**src/rtl/seq_alu_pkg.sv**
```systemverilog
// seq_alu_pkg: shared definitions for the multi-cycle execute-stage ALU.
//   - bit positions of the one-hot aluSignals op vector
//   - top-level FSM state type
//   - iterative engine operation select and step count
package seq_alu_pkg;

    localparam int OP_W   = 15;
    localparam int OP_ADD = 0;
    localparam int OP_SUB = 1;
    localparam int OP_MUL = 2;
    localparam int OP_DIV = 3;
    localparam int OP_MOD = 4;
    localparam int OP_CMP = 5;
    localparam int OP_AND = 6;
    localparam int OP_OR  = 7;
    localparam int OP_NOT = 8;
    localparam int OP_MOV = 9;
    localparam int OP_LSL = 10;
    localparam int OP_LSR = 11;
    localparam int OP_ASR = 12;
    localparam int OP_LD  = 13;
    localparam int OP_ST  = 14;

    localparam int STEPS = 32;

    typedef enum logic [1:0] {
        S_IDLE = 2'd0,
        S_ITER = 2'd1,
        S_DONE = 2'd2
    } seq_alu_state_t;

    typedef enum logic [1:0] {
        MD_MUL = 2'd0,
        MD_DIV = 2'd1,
        MD_MOD = 2'd2
    } md_op_t;

endpackage

```
**src/rtl/seq_muldiv.sv**
```systemverilog
// seq_muldiv: 32-step iterative multiply / signed divide / signed modulo.
//   clk, rst   : clock, async active-high reset
//   start_i    : latch operands and begin; ignored while busy
//   kind_i     : MD_MUL, MD_DIV or MD_MOD
//   a_i, b_i   : operands (b_i must be nonzero for div/mod)
//   last_o     : high during the final step; res_o is valid on that cycle
//   res_o      : result as it will stand after the current step
// Multiply is shift-add on the raw operands (low 32 bits are sign-agnostic).
// Divide is restoring division on magnitudes followed by a sign fix.
module seq_muldiv
    import seq_alu_pkg::*;
(
    input  logic        clk,
    input  logic        rst,
    input  logic        start_i,
    input  md_op_t      kind_i,
    input  logic [31:0] a_i,
    input  logic [31:0] b_i,
    output logic        last_o,
    output logic [31:0] res_o
);

    md_op_t      kind_q, kind_d;
    logic [31:0] acc_q, acc_d;    // product accumulator / partial remainder
    logic [31:0] opnd_q, opnd_d;  // shifted multiplicand / dividend->quotient
    logic [31:0] aux_q, aux_d;    // shifted multiplier / divisor magnitude
    logic        neg_q, neg_d;
    logic [4:0]  cnt_q, cnt_d;
    logic        busy_q, busy_d;

    logic [32:0] r_sh;
    logic [32:0] diff;
    logic [31:0] q_nx;
    logic [31:0] r_nx;
    logic [31:0] p_nx;

    assign last_o = busy_q && (cnt_q == 5'(STEPS - 1));

    always_comb begin
        r_sh = {acc_q, opnd_q[31]};
        diff = r_sh - {1'b0, aux_q};
        // diff is in (-divisor, divisor), so bit 32 is a reliable sign
        q_nx = {opnd_q[30:0], ~diff[32]};
        r_nx = diff[32] ? r_sh[31:0] : diff[31:0];
        p_nx = acc_q + (aux_q[0] ? opnd_q : 32'd0);

        case (kind_q)
            MD_DIV:  res_o = neg_q ? (32'd0 - q_nx) : q_nx;
            MD_MOD:  res_o = neg_q ? (32'd0 - r_nx) : r_nx;
            default: res_o = p_nx;
        endcase

        kind_d = kind_q;
        acc_d  = acc_q;
        opnd_d = opnd_q;
        aux_d  = aux_q;
        neg_d  = neg_q;
        cnt_d  = cnt_q;
        busy_d = busy_q;

        if (busy_q) begin
            cnt_d = cnt_q + 5'd1;
            if (last_o) busy_d = 1'b0;
            if (kind_q == MD_MUL) begin
                acc_d  = p_nx;
                opnd_d = {opnd_q[30:0], 1'b0};
                aux_d  = {1'b0, aux_q[31:1]};
            end else begin
                acc_d  = r_nx;
                opnd_d = q_nx;
            end
        end else if (start_i) begin
            kind_d = kind_i;
            acc_d  = '0;
            cnt_d  = '0;
            busy_d = 1'b1;
            if (kind_i == MD_MUL) begin
                opnd_d = a_i;
                aux_d  = b_i;
                neg_d  = 1'b0;
            end else begin
                // 0x80000000 negates to itself, which is its correct unsigned magnitude
                opnd_d = a_i[31] ? (32'd0 - a_i) : a_i;
                aux_d  = b_i[31] ? (32'd0 - b_i) : b_i;
                neg_d  = (kind_i == MD_DIV) ? (a_i[31] ^ b_i[31]) : a_i[31];
            end
        end
    end

    always_ff @(posedge clk or posedge rst) begin
        if (rst) begin
            kind_q <= MD_MUL;
            acc_q  <= '0;
            opnd_q <= '0;
            aux_q  <= '0;
            neg_q  <= 1'b0;
            cnt_q  <= '0;
            busy_q <= 1'b0;
        end else begin
            kind_q <= kind_d;
            acc_q  <= acc_d;
            opnd_q <= opnd_d;
            aux_q  <= aux_d;
            neg_q  <= neg_d;
            cnt_q  <= cnt_d;
            busy_q <= busy_d;
        end
    end

endmodule

```
**src/rtl/seq_alu.sv**
```systemverilog
// seq_alu: multi-cycle execute-stage ALU with registered result and cmp flags.
//   clk, rst    : clock, async active-high reset
//   start       : request, accepted when start && ready
//   aluSignals  : one-hot op vector (bit positions in seq_alu_pkg)
//   op_a, op_b  : operands
//   ready       : can accept (IDLE or DONE)
//   done        : one-cycle completion pulse; result/err valid with it
//   result      : registered result, held until the next done
//   flag_e      : a == b, updated only by cmp
//   flag_gt     : signed a > b, updated only by cmp
//   err         : illegal vector, divide by zero, or mul/div/mod not built
// Build option SEQ_ALU_MULDIV_EN: when defined, mul/div/mod run on the
// 32-step seq_muldiv engine; otherwise they complete at once with err set.
//
// state | meaning
// IDLE  | waiting for a request
// ITER  | iterative engine running (mul/div/mod)
// DONE  | done pulse; may accept the next request
module seq_alu
    import seq_alu_pkg::*;
#(
    parameter int WIDTH = 32
) (
    input  logic             clk,
    input  logic             rst,
    input  logic             start,
    input  logic [OP_W-1:0]  aluSignals,
    input  logic [WIDTH-1:0] op_a,
    input  logic [WIDTH-1:0] op_b,
    output logic             ready,
    output logic             done,
    output logic [WIDTH-1:0] result,
    output logic             flag_e,
    output logic             flag_gt,
    output logic             err
);

    seq_alu_state_t state_q, state_d;
    logic             ready_q, ready_d;
    logic             done_q, done_d;
    logic [WIDTH-1:0] result_q, result_d;
    logic             flag_e_q, flag_e_d;
    logic             flag_gt_q, flag_gt_d;
    logic             err_q, err_d;

    logic             multi_hot;
    logic             is_nop;
    logic             is_md;
    logic [WIDTH-1:0] simple_res;
    logic             md_last;
    logic [WIDTH-1:0] md_res;

    assign multi_hot = |(aluSignals & (aluSignals - 15'd1));
    assign is_nop    = (aluSignals == '0);
    assign is_md     = aluSignals[OP_MUL] | aluSignals[OP_DIV] | aluSignals[OP_MOD];

`ifdef SEQ_ALU_MULDIV_EN
    logic   md_start;
    md_op_t md_kind;

    assign md_kind = aluSignals[OP_MUL] ? MD_MUL :
                     aluSignals[OP_DIV] ? MD_DIV : MD_MOD;

    seq_muldiv u_muldiv (
        .clk     (clk),
        .rst     (rst),
        .start_i (md_start),
        .kind_i  (md_kind),
        .a_i     (op_a),
        .b_i     (op_b),
        .last_o  (md_last),
        .res_o   (md_res)
    );
`else
    assign md_last = 1'b0;
    assign md_res  = '0;
`endif

    always_comb begin
        simple_res = '0;
        case (1'b1)
            aluSignals[OP_ADD], aluSignals[OP_LD], aluSignals[OP_ST]:
                simple_res = op_a + op_b;
            aluSignals[OP_SUB], aluSignals[OP_CMP]:
                simple_res = op_a - op_b;
            aluSignals[OP_AND]: simple_res = op_a & op_b;
            aluSignals[OP_OR]:  simple_res = op_a | op_b;
            aluSignals[OP_NOT]: simple_res = ~op_b;
            aluSignals[OP_MOV]: simple_res = op_b;
            aluSignals[OP_LSL]: simple_res = op_a << op_b[4:0];
            aluSignals[OP_LSR]: simple_res = op_a >> op_b[4:0];
            aluSignals[OP_ASR]: simple_res = $signed(op_a) >>> op_b[4:0];
            default:            simple_res = '0;
        endcase
    end

    always_comb begin
        state_d   = state_q;
        done_d    = 1'b0;
        result_d  = result_q;
        flag_e_d  = flag_e_q;
        flag_gt_d = flag_gt_q;
        err_d     = err_q;
`ifdef SEQ_ALU_MULDIV_EN
        md_start  = 1'b0;
`endif

        if (state_q == S_ITER) begin
            if (md_last) begin
                result_d = md_res;
                err_d    = 1'b0;
                done_d   = 1'b1;
                state_d  = S_DONE;
            end
        end else if (start) begin
            done_d   = 1'b1;
            state_d  = S_DONE;
            result_d = '0;
            err_d    = 1'b0;
            if (multi_hot) begin
                err_d = 1'b1;
            end else if (is_nop) begin
                err_d = 1'b0;
            end else if (is_md) begin
`ifdef SEQ_ALU_MULDIV_EN
                if (!aluSignals[OP_MUL] && (op_b == '0)) begin
                    err_d = 1'b1;
                end else begin
                    // result stays held until the engine finishes
                    result_d = result_q;
                    err_d    = err_q;
                    done_d   = 1'b0;
                    md_start = 1'b1;
                    state_d  = S_ITER;
                end
`else
                err_d = 1'b1;
`endif
            end else begin
                result_d = simple_res;
                if (aluSignals[OP_CMP]) begin
                    flag_e_d  = (op_a == op_b);
                    flag_gt_d = ($signed(op_a) > $signed(op_b));
                end
            end
        end else begin
            state_d = S_IDLE;
        end

        ready_d = (state_d != S_ITER);
    end

    always_ff @(posedge clk or posedge rst) begin
        if (rst) begin
            state_q   <= S_IDLE;
            ready_q   <= 1'b1;
            done_q    <= 1'b0;
            result_q  <= '0;
            flag_e_q  <= 1'b0;
            flag_gt_q <= 1'b0;
            err_q     <= 1'b0;
        end else begin
            state_q   <= state_d;
            ready_q   <= ready_d;
            done_q    <= done_d;
            result_q  <= result_d;
            flag_e_q  <= flag_e_d;
            flag_gt_q <= flag_gt_d;
            err_q     <= err_d;
        end
    end

    assign ready   = ready_q;
    assign done    = done_q;
    assign result  = result_q;
    assign flag_e  = flag_e_q;
    assign flag_gt = flag_gt_q;
    assign err     = err_q;

endmodule
```
**config.mk**
```make
export PLATFORM = sky130hd
export DESIGN_NAME = seq_alu
export DESIGN_NICKNAME = d
export VERILOG_FILES = /design/src/rtl/seq_alu_pkg.sv /design/src/rtl/seq_muldiv.sv /design/src/rtl/seq_alu.sv
export SDC_FILE = /design/constraint.sdc
export NUM_CORES = 1
export LEC_CHECK = 0
export CORE_UTILIZATION = 29
export CTS_CLUSTER_SIZE = 28
export DETAILED_ROUTE_END_ITERATION = 10
export PLACE_DENSITY = 0.48
export SLEW_MARGIN = 20
export SYNTH_ARGS = -nofsm -noshare
export SYNTH_HDL_FRONTEND = slang
export SYNTH_HIERARCHICAL = 1
export SYNTH_SLANG_ARGS = --single-unit
```
**constraint.sdc**
```tcl
create_clock -name clk -period 2.3 [get_ports clk]
set_clock_uncertainty 0.05 [all_clocks]
set_input_delay 0.345 -clock clk [delete_from_list [all_inputs] [get_ports clk]]
set_output_delay 0.345 -clock clk [all_outputs]
set_load 0.01 [all_outputs]
```
==> impl_summary.txt <==
----------------------------------------------------
[Global route]
  Initial antenna violation count ... 1
  Final global-route overflow total ... 0
  Pin count of the biggest net entering global routing ... 71
  Number of global-route vias before repair ... 15.1k
  Total track usage ... 0.331
  First-pass GRT wire length ... 97.0 mm

[Die]
  Cell row count ... 72
  Chip height ... 200 microns
  Width of the chip ... 200 microns
  Initial Utilization ... 0.294
  Area of the core ... 38600 sq um
  I/O Pins ... 119
  Overall die area ... 40000 sq um

[Worst setup path]
  Worst setup path start ... aluSignals[14]
  R2R Setup Slk ... -0.05 ns
  Startpoint Class ... primary input
  Critical register-to-register path startpoint ... state_q[0]
  CP Max Fanout ... 5
  Critical path data arrival time ... 2.90 ns
  Worst Path Required ... 2.45 ns
  Type of destination of the critical path ... flip-flop
  Reg-to-reg endpoint ... result[21]
  Critical Setup Path Class ... primary input to flip-flop
  Delay of the slowest critical-path stage ... 0.55 ns
  Worst reg-to-reg path cell count ... 11
  Critical-path cell with the highest stage delay ... or4_4
  Category of cells accounting for the largest share of critical-path delay ... simple AND/OR/NAND/NOR gates
  Worst path buffer plus inverter count ... 3
  Critical Path, Cell by Cell ... buf_6, or4_4, or4_4, nand4b_1, a211o_4, buf_12, nor2_4, buf_12, a221o_1, a221o_1

[Routing]
  Wirelength, routed ... 68.0 mm
  Post-route DRC ... 0
  Number of antenna-violating nets in the routed design ... 0
  Detailed router's first-iteration violation count ... 1309
  Met3 wire length ... 4.38 mm
  Avg Vias per Cell ... 5.79
  Routed length per placed instance ... 25.1 microns
  Count of TritonRoute iterations in the first routing pass ... 7
  Wire length on met1 ... 28.5 mm
  Routed wl met2 ... 31.6 mm
  Top metal layer carrying routed signals ... met4
  Total via count in the routed design ... 15.7k

[Layout]
  Area taken by multi-input logic gates ... 11700 sq um
  Layout Nets ... 2385
  Inserted Diodes ... 0
  Post-Layout Inst Area ... 20800 sq um
  Area taken by flip-flops and latches ... 977 sq um
  Growth of design area from synthesis to finish ... 83.3%
  Filler instances ... 3620
  Ratio of cells with drive above 1 in the final layout ... 0.541

[Synth]
  Share of async-settable or async-resettable flops after synthesis ... 1.00
  Post-Synthesis Mean Instance Area ... 7.57 sq um
  Post-Synthesis Cell Area ... 11400 sq um
  Fraction of post-synthesis cell area in the top cell type by area ... 0.137
  Most frequent cell after synthesis ... nor2_1
  Main synth FF type ... dfrtp_1
  Cell type with the highest aggregate area in the netlist ... mux4_2
  Sequential cell area fraction in the yosys report ... 0.0860
  Largest cells by area after synthesis ... mux4_2 14%, ha_1 13%, dfrtp_1 8.4%, a21oi_1 6.9%, nor2_1 5.2%
  Instance count of the mapped netlist ... 1502
  Number of enable-type register cells in the synthesized netlist ... 0
  Post-synthesis sequential element count ... 39
  Post-synth cell types ... 86
  Post-Synthesis Net Count ... 1700
  Synthesis warning total ... 6
  Post-synth top cells ... 157 x nor2_1, 156 x a21oi_1, 114 x ha_1, 111 x nand2_1, 104 x inv_1

[Timing]
  Slew headroom ... 0.584
  Tmin final ... 2.75 ns
  Worst Tran Pin Value ... 0.624 ns
  Final-report hold violation count ... 0
  Worst-case hold slack ... 0.452 ns
  Setup WS post-layout ... -0.450 ns
  Final count of pins violating max slew ... 0
  Finish-stage setup viols ... 34
  Final clock period utilization by the worst path ... 1.20
  Achievable frequency ... 0.364 GHz
  RSZ-0062 raised after global routing ... true

[Run status]
  Status ... finished with violations
  Violations in the final reports ... setup timing

[CTS]
  Insertion delay of the later-clocked pin in the worst-skew pair ... 0.31 ns
  Maximum level of the CTS H-tree ... 2
  Sinks on Clock Net ... 39
  Cell at the root of the clock tree ... clkbuf_16
  Largest buffer count on any clock path ... 2
  TritonCTS buffer count ... 5
  Register clock-pin slew on the reported worst setup and hold paths ... 0.07 ns
  Cts hold-fix bufs ... 0
  TritonCTS clock tree ... yes

[Min path]
  Path category of the worst min-delay check ... flip-flop to flip-flop
  Instance count along the most critical hold path ... 2
  Hold endpoint ... result[22]
  Worst hold path startpoint ... result[22]

[Pwr]
  Static Leakage ... 8.98 nW
  Worst vdd rail ir drop ... 0.000284 V
  Total power per unit cell area ... 303 nW/um^2

[Placed design]
  Port-buffer cells ... 118
  Post-detailed-placement half-perimeter wirelength ... 51.9 mm
  Placer Congestion ... 1.00
  Placed inst area ... 17100 sq um

[Job]
  Reported max-cap violation count ... 0

----------------------------------------------------
[flip-flops by register name, summed over array words and instances (netlist names), named ones only]
signal / count
ready: 1
result: 32
done: 1
flag_e: 1
state_q: 1
err: 1
flag_gt: 1
[worst register-to-register path: stages, from the launching register on]
cell,delay [ns]
dfrtp_1,0.36
nand2b_1,0.08
nand2_1,0.07
inv_1,0.14
o2111ai_2,0.17
a211o_4,0.41
buf_12,0.16
nor2_8,0.15
nand2_8,0.10
buf_4,0.15
nor3_2,0.30
a221o_1,0.15
[how the worst max path moves through the flow]
| stage | end | slack [ns] | cells after the start |
|---|---|---|---|
| finish | result[21] | -0.45 | 10 |
| global route | result[15] | -0.50 | 14 |
| global placement | result[5] | -1.67 | 12 |
| detailed placement | result[5] | -1.61 | 12 |
| floorplan | result[31] | -0.87 | 15 |
| CTS | result[20] | -0.48 | 12 |
[through the flow]
| stage | setup TNS [ns] | util | power (W) | std cells | setup WS (ns) |
|---|---|---|---|---|---|
| 6_report | -11.30 | 0.539 | 0.00631 | 2706 | -0.450 |
| 5_1_grt | -13.26 | 0.539 | 0.00659 | 2706 | -0.500 |
| 4_1_cts | -11.25 | 0.505 | 0.00585 | 2658 | -0.483 |
| 3_5_place_dp | -42.24 | 0.442 | 0.00448 | 2571 | -1.61 |
| 3_3_place_gp | -41.31 | 0.442 | 0.00447 | 2571 | -1.67 |
| 2_1_floorplan | -13.06 | - | 0.00258 | 1502 | -0.871 |
[layer usage]
| metal | track usage | vias to the layer above |
|---|---|---|
| met5 | 0 | - |
| met4 | 0.148 | 0 |
| met3 | 0.0391 | 154 |
| met2 | 0.546 | 713 |
| met1 | 0.432 | 7746 |
| li1 | - | 7057 |
[cell families after synthesis]
family                   synth area share
buffers and inverters              0.0865
XOR/XNOR                           0.0162
AND/OR/NAND/NOR                     0.172
flip-flops                         0.0860
multiplexers                        0.187
AO/OA/AOI/OAI                       0.323
adder cells (fa/ha/maj)             0.129
[power by group]
group | switching, W | internal (W)
sequential | 0.0000113 | 0.000706
combinational | 0.00249 | 0.00232
clock | 0.000378 | 0.000402
[cells in the final DEF, fill, tap and decap left out, types with 29 or more instances in the layout]
| master | n |
|---|---|
| inv_1 | 63 |
| o21ai_0 | 51 |
| a21oi_2 | 31 |
| a21oi_1 | 121 |
| ha_4 | 30 |
| dfrtp_1 | 38 |
| clkdlybuf4s50_1 | 47 |
| mux2i_1 | 29 |
| buf_6 | 81 |
| mux4_2 | 69 |
| ha_1 | 75 |
| buf_4 | 568 |
| nand2_1 | 100 |
| o21ai_1 | 30 |
| nor2_1 | 140 |
[what timing repair did]
action                     CTS  global route
setup buffers               81            52
resized for setup          568           243
gates cloned                 4             4
setup endpoints to repair   34            34
pin swaps                  133           152
[layout make-up]
cell class | instances | share of cell area
flip-flops and latches | 39 | 0.0469
repair buffers | 795 | 0.333
clock inverters | 3 | 0.000960
multi-input cells | 1237 | 0.560
clock buffers | 5 | 0.00600
well taps | 518 | 0.0311
inverters | 109 | 0.0223
Note: power is estimated with default switching activity, not from simulation.
